<file path="src/rtl/sram_ctrl.sv">
// sram_ctrl: memory-side target of the arbiter driving a 16-bit asynchronous SRAM.
// Each 32-bit access becomes two half-word accesses, low half first.
// Writes are posted into a small FIFO. Reads wait until the FIFO has drained
// and are answered with a one-cycle valid pulse.
// Optional build macro: MEMCTL_HALF_SKIP_EN. When it is defined, a write half whose
// two mask bits are both zero is skipped completely.
// Ports:
//   clk, reset            clock, synchronous active-high reset
//   addr/mask/enable/cmd  request bus from the arbiter (addr[1:0] ignored)
//   wdata                 write data
//   data/valid            read data {hi,lo} and its one-cycle ready pulse
//   busy                  FSM active or writes still queued
//   wbuf_overflow         sticky flag: a write was dropped because the FIFO was full
//   sram_*                SRAM pads (address, dq in/out/oe, active-low strobes)

`ifndef MEM_CMD_READ
`define MEM_CMD_READ 1'b0
`endif
`ifndef MEM_CMD_WRITE
`define MEM_CMD_WRITE 1'b1
`endif

module sram_ctrl #(
    parameter int unsigned SRAM_AW     = 18,
    parameter int unsigned WAIT_CYCLES = 1,
    parameter int unsigned WBUF_DEPTH  = 4
) (
    input  logic               clk,
    input  logic               reset,
    input  logic [31:0]        addr,
    input  logic [3:0]         mask,
    input  logic               enable,
    input  logic               cmd,
    input  logic [31:0]        wdata,
    output logic [31:0]        data,
    output logic               valid,
    output logic               busy,
    output logic               wbuf_overflow,
    output logic [SRAM_AW-1:0] sram_addr,
    output logic [15:0]        sram_dq_o,
    input  logic [15:0]        sram_dq_i,
    output logic               sram_dq_oe,
    output logic               sram_ce_n,
    output logic               sram_oe_n,
    output logic               sram_we_n,
    output logic               sram_lb_n,
    output logic               sram_ub_n
);

    localparam int unsigned PTR_W = $clog2(WBUF_DEPTH);
    localparam int unsigned WA_W  = SRAM_AW - 1;
    localparam int unsigned ENT_W = WA_W + 4 + 32;
    localparam logic [3:0]   WAIT_LAST = 4'(WAIT_CYCLES);
    localparam logic [PTR_W:0] PTR_ONE = (PTR_W+1)'(1);

`ifdef MEMCTL_HALF_SKIP_EN
    localparam bit HALF_SKIP = 1'b1;
`else
    localparam bit HALF_SKIP = 1'b0;
`endif

    localparam logic [2:0] S_IDLE      = 3'd0;
    localparam logic [2:0] S_WR_LO     = 3'd1;
    localparam logic [2:0] S_WR_LO_REC = 3'd2;
    localparam logic [2:0] S_WR_HI     = 3'd3;
    localparam logic [2:0] S_WR_HI_REC = 3'd4;
    localparam logic [2:0] S_RD_LO     = 3'd5;
    localparam logic [2:0] S_RD_HI     = 3'd6;
    localparam logic [2:0] S_RD_DONE   = 3'd7;

    logic [2:0]       state, state_nxt;
    logic [3:0]       wait_cnt;
    logic [PTR_W:0]   wr_ptr, rd_ptr;
    logic [ENT_W-1:0] fifo_mem [WBUF_DEPTH];
    logic [WA_W-1:0]  work_addr;
    logic [3:0]       work_mask;
    logic [31:0]      work_data;
    logic [15:0]      lo_data;

    logic             empty, full, wait_last, pop, push_req, push, rd_req;
    logic [ENT_W-1:0] head;
    logic [WA_W-1:0]  head_addr;
    logic [3:0]       head_mask;
    logic [31:0]      head_data;
    logic             hi_sel, wr_phase, rd_phase;
    logic [1:0]       lanes;
    logic             unused_addr_bits;

    assign unused_addr_bits = ^{addr[31:SRAM_AW+1], addr[1:0]};

    // FIFO status; pointers carry one extra wrap bit
    assign empty = (wr_ptr == rd_ptr);
    assign full  = (wr_ptr[PTR_W] != rd_ptr[PTR_W]) &&
                   (wr_ptr[PTR_W-1:0] == rd_ptr[PTR_W-1:0]);

    assign head      = fifo_mem[rd_ptr[PTR_W-1:0]];
    assign head_addr = head[ENT_W-1 -: WA_W];
    assign head_mask = head[35:32];
    assign head_data = head[31:0];

    assign wait_last = (wait_cnt == WAIT_LAST);
    assign pop       = (state == S_IDLE) && !empty;
    assign push_req  = enable && (cmd == `MEM_CMD_WRITE);
    // A push into a full FIFO still fits when a pop happens in the same cycle
    assign push      = push_req && (!full || pop);
    assign rd_req    = (state == S_IDLE) && empty && enable && (cmd == `MEM_CMD_READ);
    assign busy      = (state != S_IDLE) || !empty;

    // Next-state logic
    always_comb begin
        state_nxt = state;
        case (state)
            S_IDLE: begin
                if (pop) begin
                    if (HALF_SKIP && (head_mask[1:0] == 2'b00))
                        state_nxt = (head_mask[3:2] == 2'b00) ? S_IDLE : S_WR_HI;
                    else
                        state_nxt = S_WR_LO;
                end else if (rd_req) begin
                    state_nxt = S_RD_LO;
                end
            end
            S_WR_LO:     if (wait_last) state_nxt = S_WR_LO_REC;
            S_WR_LO_REC: state_nxt = (HALF_SKIP && (work_mask[3:2] == 2'b00)) ? S_IDLE : S_WR_HI;
            S_WR_HI:     if (wait_last) state_nxt = S_WR_HI_REC;
            S_WR_HI_REC: state_nxt = S_IDLE;
            S_RD_LO:     if (wait_last) state_nxt = S_RD_HI;
            S_RD_HI:     if (wait_last) state_nxt = S_RD_DONE;
            S_RD_DONE:   state_nxt = S_IDLE;
            default:     state_nxt = S_IDLE;
        endcase
    end

    // Pad decode from the state register and working registers
    assign hi_sel   = (state == S_WR_HI) || (state == S_WR_HI_REC) || (state == S_RD_HI);
    assign wr_phase = (state == S_WR_LO) || (state == S_WR_LO_REC) ||
                      (state == S_WR_HI) || (state == S_WR_HI_REC);
    assign rd_phase = (state == S_RD_LO) || (state == S_RD_HI);
    assign lanes    = hi_sel ? work_mask[3:2] : work_mask[1:0];

    assign sram_addr  = {work_addr, hi_sel};
    assign sram_dq_o  = hi_sel ? work_data[31:16] : work_data[15:0];
    assign sram_dq_oe = wr_phase;
    assign sram_ce_n  = !(wr_phase || rd_phase);
    assign sram_we_n  = !((state == S_WR_LO) || (state == S_WR_HI));
    assign sram_oe_n  = !rd_phase;
    assign sram_lb_n  = wr_phase ? !lanes[0] : !rd_phase;
    assign sram_ub_n  = wr_phase ? !lanes[1] : !rd_phase;

    // State, pointers, working registers and read return
    always_ff @(posedge clk) begin
        if (reset) begin
            state         <= S_IDLE;
            wait_cnt      <= 4'd0;
            wr_ptr        <= '0;
            rd_ptr        <= '0;
            work_addr     <= '0;
            work_mask     <= 4'd0;
            work_data     <= 32'd0;
            lo_data       <= 16'd0;
            data          <= 32'd0;
            valid         <= 1'b0;
            wbuf_overflow <= 1'b0;
        end else begin
            state    <= state_nxt;
            wait_cnt <= (state_nxt == state) ? wait_cnt + 4'd1 : 4'd0;
            if (push)
                wr_ptr <= wr_ptr + PTR_ONE;
            if (pop) begin
                rd_ptr    <= rd_ptr + PTR_ONE;
                work_addr <= head_addr;
                work_mask <= head_mask;
                work_data <= head_data;
            end
            if (rd_req)
                work_addr <= addr[SRAM_AW:2];
            if (push_req && full && !pop)
                wbuf_overflow <= 1'b1;
            if ((state == S_RD_LO) && wait_last)
                lo_data <= sram_dq_i;
            valid <= (state == S_RD_HI) && wait_last;
            if ((state == S_RD_HI) && wait_last)
                data <= {sram_dq_i, lo_data};
        end
    end

    // FIFO storage has no reset: an entry is only read after it has been written
    always_ff @(posedge clk) begin
        if (push)
            fifo_mem[wr_ptr[PTR_W-1:0]] <= {addr[SRAM_AW:2], mask, wdata};
    end

endmodule
</file>
<file path="config.mk">
export PLATFORM = sky130hd
export DESIGN_NAME = sram_ctrl
export DESIGN_NICKNAME = d
export VERILOG_FILES = /design/src/rtl/sram_ctrl.sv
export SDC_FILE = /design/constraint.sdc
export NUM_CORES = 1
export LEC_CHECK = 0
export CORE_ASPECT_RATIO = 1.5
export CORE_MARGIN = 8
export CORE_UTILIZATION = 25
export CTS_CLUSTER_SIZE = 8
export DETAILED_ROUTE_END_ITERATION = 10
export GPL_ROUTABILITY_DRIVEN = 0
export MAX_ROUTING_LAYER = met4
export PLACE_DENSITY = 0.54
export SYNTH_ARGS = -nofsm -noshare
export SYNTH_HDL_FRONTEND = slang
export SYNTH_SLANG_ARGS = --single-unit
</file>
<file path="constraint.sdc">
create_clock -name clk -period 7.3 [get_ports clk]
set_input_delay 1.46 -clock clk [delete_from_list [all_inputs] [get_ports clk]]
set_output_delay 1.46 -clock clk [all_outputs]
set_load 0.02 [all_outputs]
</file>
* Word-level counts from Yosys, hierarchy flattened
Memories as Yosys holds them, arrays and structs flattened. A register that Yosys moved wholly into a read port is not among the register bits. Cells that the tools add are included.
Storage, ports and cells: register bits after elaboration 116, bits in writable memories 212, bits of input ports 88, word-level logic and storage cells 80, memories kept 1
Operators by class: $add $sub $neg 3, eq/ne operators 12, muxes and demuxes 17, bitwise operators 2, reductions and logical operators 34
Memory list:
- fifo_mem | words 4, width 53, rd ports 1, clocked after Yosys merged registers in 1, write ports 1, line 74 | logic [ENT_W-1:0] fifo_mem [WBUF_DEPTH];
Operators by type and width (count):
- $mux W17 | 2
- $pmux W3 S7 | 1
- $mux W3 | 6
- $mux W16 | 1
- $eq A3 B3 Y1 const B | 4
- $logic_and A1 B1 Y1 | 11
- $logic_or A1 B1 Y1 | 10
- $logic_not A1 Y1 | 8
- $add A3 B1 Y3 const B | 2
- $eq A3 B2 Y1 const B | 2
- $eq A3 B3 Y1 | 2
- $mux W2 | 3
- $add A4 B1 Y4 const B | 1
- $eq A4 B1 Y1 const B | 1
- $mux W1 | 4
- $reduce_or A2 Y1 | 2
- $eq A3 B1 Y1 const B | 1
- $logic_not A3 Y1 | 1
- $reduce_bool A3 Y1 | 1
- $eq A2 B2 Y1 | 1
- $not A1 Y1 | 2
- $reduce_bool A2 Y1 | 1
- $ne A1 B1 Y1 | 1

* Depth between registers and ports, before layout
Gate-level depths: netlist of the first run.
depth after elaboration 10, depth in mapped cells 8, gate-level depth less buffers 6

* Least setup slack after synthesis of the first run
Ideal clock, no wire load.
kind input-to-reg, start point in cmd, end point mem fifo_mem[3][0] (netlist name), enable pin, library setup time 0.417 ns, data arrival time 3.244 ns, data required time 6.883 ns, setup slack 3.639 ns, cell stages on the path 3, cells stage by stage nand2_1 > a41oi_1 > and2_1
On the way: word-level cells in the longest chain between the ends 4
RTL lines:
- from (decl) | line 33 | input logic cmd,
- $logic_and A1 B1 Y1 | line 103 | assign push_req = enable && (cmd == `MEM_CMD_WRITE);
- $logic_and A1 B1 Y1 | line 105 | assign push = push_req && (!full || pop);
- $mux W1 | line 189 | if (push)
- $mux W1 (not written as such) | line 190 | fifo_mem[wr_ptr[PTR_W-1:0]] <= {addr[SRAM_AW:2], mask, wdata};
- to (decl) | line 74
Every way passes these cells.

* Worst setup path after layout of the first run
start point reg state[0], end point out sram_dq_o[0]
On the way: word-level cells in the longest chain between the ends 4
RTL lines:
- from (decl) | line 71 | logic [2:0] state, state_nxt;
- from (signal assigned) | line 165 | state <= state_nxt;
- $eq A3 B2 Y1 or $eq A3 B3 Y1 (tied branches) | line 135 | assign hi_sel = (state == S_WR_HI) || (state == S_WR_HI_REC) || (state == S_RD_HI);
- $logic_or A1 B1 Y1 | line 135
- $logic_or A1 B1 Y1 (*) | line 135
- $mux W16 (*) | line 142 | assign sram_dq_o = hi_sel ? work_data[31:16] : work_data[15:0];
- to (decl) | line 40 | output logic [15:0] sram_dq_o,
Mark *: on every way between the ends. The rest lies on a longest branch, timed or not.

==> results.cfg, run 1 <==
[global_routing]
grt_usage = 0.110
antenna_found_initial = 4
first_global_vias = 7682
grt_remaining_overflow = 0
grt_pass1_wl_mm = 46.6
grt_max_degree = 79

[final_layout]
nNetsFinal = 1073
fin_util = 0.324
finalInstanceArea_um2 = 16000
synthToLayoutAreaGrowth_pct = 28.6
fin_cells = 1680
drive_gt1_frac = 0.151

[run]
maxCapViolCount = 0

[route]
firstDrtPassIters = 4
route.met2.wl_mm = 16.1
wl_per_cell_um = 18.4
drt_iter0_markers = 270
drt-met1-wl_mm = 12.4
wl_mm = 30.9
dr.max_layer_used = met4
ant_nets = 0
avgViaCountPerCell = 4.30
drc_errors = 0
via_count = 7219
dr_wl_met3_mm = 1.70

[setup_path]
cp-start-kind = flop
required_ns = 5.84
setup.worst_path.start = state[0]
endpoint = sram_dq_o[0]
reg2reg_depth = 4
path_max_fanout = 20
reg2reg_slack_ns = 3.96
end_kind = primary output
crit_type = flop to primary output
cp.arrival_ns = 3.02
r2r-start = state[0]
r2r-end = fifo_mem[1][0]

[floorplan]
die_w_um = 198
die_h_um = 290
io-pin-count = 163
start_util = 0.252
fp.dieArea_um2 = 57400
rows = 100
core_area_um2 = 49400

[yosys]
synth_most_common_cell = edfxtp_1
async_flop_share = 0
synth_top_area_cell = edfxtp_1
seq_area_frac_synth = 0.700
synth.avg_cell_area_um2 = 15.2
yosysWarnings = 0
synthCells = 823
yosys-top-cells-area = edfxtp_1 (51%), dfxtp_1 (19%), mux4_2 (9.6%)
synth_edf_count = 212
synth_top_cell_area_share = 0.510
synth_common_cells = edfxtp_1 (212), nand2_1 (147), dfxtp_1 (118)
synth.distinct_cells = 48
syn_area_um2 = 12500
synth_flop_cell = edfxtp_1
syn-num-nets = 918
ys_ff_latch = 330

[sta]
skew_ns = 0.0132
period_needed_ns = 4.48
relSlewSlack = 0.322
min_period_over_period = 0.613
timing.final.hold_violations = 0
worst_slack_ns = 2.82
rsz0062_at_grt = no
fmax_ghz = 0.223
report.final.slew_viol_count = 0
hold_ws_ns = 0.450
setup_violations = 0
tightest_slew_ns = 1.02
fin_tns_setup_ns = 0

[clocking]
cts_tree = yes
cts.path.max_buffers = 3
path_clk_slew_ns = 0.05
h-tree-depth = 2
clkLatencyLatePin_ns = 0.55
ctsResizeCount = 0
numCtsBuffers = 47
cts_sinks = 330
postCtsSetupRepairBufs = 0
cts_hold_buf = 0
root_buffer = clkbuf_16

[power]
leakage_nw = 5.22
power_density_nw_per_um2 = 343
ir_worst_vdd_uv = 198
power_mw = 5.49

[placed_design]
dp_cells = 1592
hpwl_mm = 19.0
place_worst_setup_slack_ns = 2.86
port_buffers = 147
placed_area_um2 = 14600

[hold_path]
hp-class = flop to flop

[outcome]
status = finished clean
## layer usage
metal	track usage	up-vias
li1	-	3393
met1	0.122	3627
met2	0.191	158
met3	0.0239	41
met4	0.0432	0
met5	-	-
## where the power goes
part	internal [mW]	switching [mW]	leakage (nW)
Combinational	0.552	0.646	1.67
Sequential	2.14	0.124	2.88
Clock	1.23	0.802	0.664
## critical path, stage by stage, from the launching register on
cell and delay, ns:
dfxtp_1 0.82, nand2_1 0.14, mux2i_2 0.17, buf_4 0.34, mux2_2 0.42, clkdlybuf4s50_1 0.56
## how the worst min path moves through the flow
stage           startpoint       end  slack, ns  depth (start not counted)
3_3_place_gp   lo_data[14]  data[14]       0.44                          2
2_1_floorplan  lo_data[10]  data[10]       0.43                          2
3_5_place_dp   lo_data[14]  data[14]       0.44                          2
4_1_cts            data[0]   data[0]       0.45                          2
6_report          data[29]  data[29]       0.45                          2
5_1_grt         lo_data[4]   data[4]       0.46                          2
## flip-flops by register name, indices dropped and copies added, names as in the netlist, named ones only
register,cells
wait_cnt,4
state,3
rd_ptr,3
wr_ptr,3
fifo_mem,212
valid,1
data,32
work_data,32
work_addr,17
lo_data,16
work_mask,4
wbuf_overflow,1
## cell type report
| cell class | instances | area, µm² |
|---|---|---|
| inverters | 3 | 11.3 |
| fillers | 4899 | 33400 |
| clock buffers | 81 | 1320 |
| multi-input cells | 436 | 3480 |
| diodes | 4 | 10.0 |
| clock inverters | 3 | 80.1 |
| well taps | 663 | 830 |
| flip-flops and latches | 330 | 8730 |
| repair buffers | 160 | 1570 |
## layout by cell type, fill, tap and decap left out, types with 17 or more instances in the layout
| master | count |
|---|---|
| dfxtp_1 | 116 |
| nand2_1 | 147 |
| a21oi_1 | 74 |
| mux2i_1 | 17 |
| clkdlybuf4s50_1 | 146 |
| clkbuf_1 | 32 |
| nor2_1 | 29 |
| clkbuf_16 | 47 |
| mux4_2 | 53 |
| edfxtp_1 | 212 |
| nor3b_1 | 18 |
| a221o_1 | 17 |
## cell families (layout without fill, tap and decap cells)
logic type,count (synthesis),in the layout,share of synthesized area
buffers and inverters,57,247,0.0235
other,0,4,0
xor gates and xnor gates,13,13,0.0109
and+or+nand+nor,222,222,0.0796
DFF,330,330,0.700
muxes,87,87,0.125
AOI/OAI and AO/OA,107,107,0.0543
adders and majority gates,7,7,0.00702
Power figures use the tool's default switching activity.
==> inputs of run 2 (changes only) <==
- PLACE_DENSITY: 0.54 -> 0.56
- clock period: 7.3 -> 3.9 ns (I/O delays scaled with it)
==> run 2 against run 1 <==
Clock skew increased by 0.0048 ns; core utilization grew 0.28 points; die area stayed put; worst hold slack lost 0.0036 ns; cell count is 0.30% higher; clock power grew 88%; largest power group unchanged; final area grew 0.85%; non-clock buffer count grew 7.
==> results.cfg, run 2 (same netlist as run 1, synthesis figures left out) <==
[outcome]
status = finished clean

[sta]
rsz0062_at_grt = no
timing.final.hold_violations = 0
relSlewSlack = 0.395
tightest_slew_ns = 0.907
skew_ns = 0.0180
fin_tns_setup_ns = 0
setup_violations = 0
report.final.slew_viol_count = 0
fmax_ghz = 0.276
period_needed_ns = 3.62
min_period_over_period = 0.929

[final_layout]
final_cell_mix = edfxtp_1 (212), nand2_1 (147), clkdlybuf4s50_1 (146), dfxtp_1 (116), a21oi_1 (74)
layout_commonest_cell = edfxtp_1
finalInstanceArea_um2 = 16200
drive_gt1_frac = 0.156
nNetsFinal = 1080
largest_reg_flops = 212
synthToLayoutAreaGrowth_pct = 29.7

[floorplan]
die_w_um = 198
fp.dieArea_um2 = 57400
die_h_um = 290
rows = 100
start_util = 0.252
core_area_um2 = 49400
io-pin-count = 163

[run]
maxCapViolCount = 0

[clocking]
cts.path.max_buffers = 3
path_clk_slew_ns = 0.05
postCtsSetupRepairBufs = 0
root_buffer = clkbuf_16
cts_hold_buf = 0
cts_tree = yes
h-tree-depth = 2
clkLatencyLatePin_ns = 0.55
numCtsBuffers = 47
cts_sinks = 330
ctsResizeCount = 0

[setup_path]
end_kind = primary output
path_delay_family = buffers and inverters
crit_type = flop to primary output
cp_num_buf_inv = 2
path_cells = nand2_1 > mux2i_2 > buf_4 > mux2_2 > clkdlybuf4s50_1
path_max_fanout = 17
slowest_delay_ns = 0.70
cp-start-kind = flop
cp.arrival_ns = 2.84
required_ns = 3.12
slowest_stage = dfxtp_1

[power]
power_frac_seq = 0.416
power_density_nw_per_um2 = 638
p_comb_frac = 0.215
swShare = 0.282
ir_worst_vdd_uv = 341
clock_power_share = 0.369
intPower_mw = 7.41
leakage_nw = 5.27
p_sw_mw = 2.91

[global_routing]
first_global_vias = 7807
grt_usage = 0.110
grt_remaining_overflow = 0
antenna_found_initial = 2
grt_pass1_wl_mm = 46.6
grt_max_degree = 78

[route]
drc_errors = 0
avgViaCountPerCell = 4.31
wl_per_cell_um = 18.4
firstDrtPassIters = 4
ant_nets = 0
via_count = 7266
drt_iter0_markers = 281
wl_mm = 31.1

[placed_design]
placed_area_um2 = 14800
hpwl_mm = 19.8
port_buffers = 147

[hold_path]
hp-class = flop to flop
[run 2: cell type report]
class / instances / area (µm²)
fillers: 4842 / 33300
well taps: 663 / 830
clock inverters: 3 / 55.1
flip-flops and latches: 330 / 8730
clock buffers: 81 / 1330
multi-input cells: 436 / 3480
repair buffers: 167 / 1730
inverters: 3 / 11.3
diodes: 2 / 5.00
[run 2: path summary, 6_finish.rpt]
| kind | start | to | slack, ns | cells after the start |
|---|---|---|---|---|
| min | lo_data[14] | data[14] | 0.45 | 2 |
| max | state[1] | sram_dq_o[0] | 0.28 | 5 |
| min reg2reg | lo_data[14] | data[14] | 0.45 | 2 |
| max reg2reg | state[2] | fifo_mem[3][9] | 1.06 | 4 |
[run 2: worst register-to-register path, cell delays in order (launching register included)]
cell and delay, ns:
dfxtp_1 0.49, or3_4 0.52, a41oi_1 0.59, and2_2 0.62
buf_12 0.28
[run 2: metal layers]
layer | up-vias | GRT usage | wire length, µm
met5 | - | - | 0
met4 | 0 | 0.0391 | 764
met3 | 47 | 0.0226 | 1480
met2 | 163 | 0.200 | 16500
met1 | 3653 | 0.117 | 12300
li1 | 3403 | - | -
[run 2: power groups by stage]
| stage | Sequential, mW | Clock, mW | Combinational (mW) |
|---|---|---|---|
| after global routing | 4.35 | 4.06 | 2.42 |
| after floorplan | 4.26 | 0 | 1.48 |
| after CTS | 4.31 | 3.92 | 2.29 |
| final | 4.29 | 3.81 | 2.22 |
| after global placement | 4.37 | 0 | 2.26 |
| after detailed placement | 4.37 | 0 | 2.28 |
[run 2: through the flow]
stage	setup slack [ns]	cells	hold slack (ns)	util	power, mW
2_1_floorplan	0.919	823	0.432	-	5.73
3_3_place_gp	0.655	1599	0.435	0.299	6.63
3_5_place_dp	0.567	1599	0.445	0.299	6.65
4_1_cts	0.248	1683	0.450	0.327	10.5
5_1_grt	0.130	1685	0.469	0.327	10.8
6_report	0.278	1685	0.446	0.327	10.3
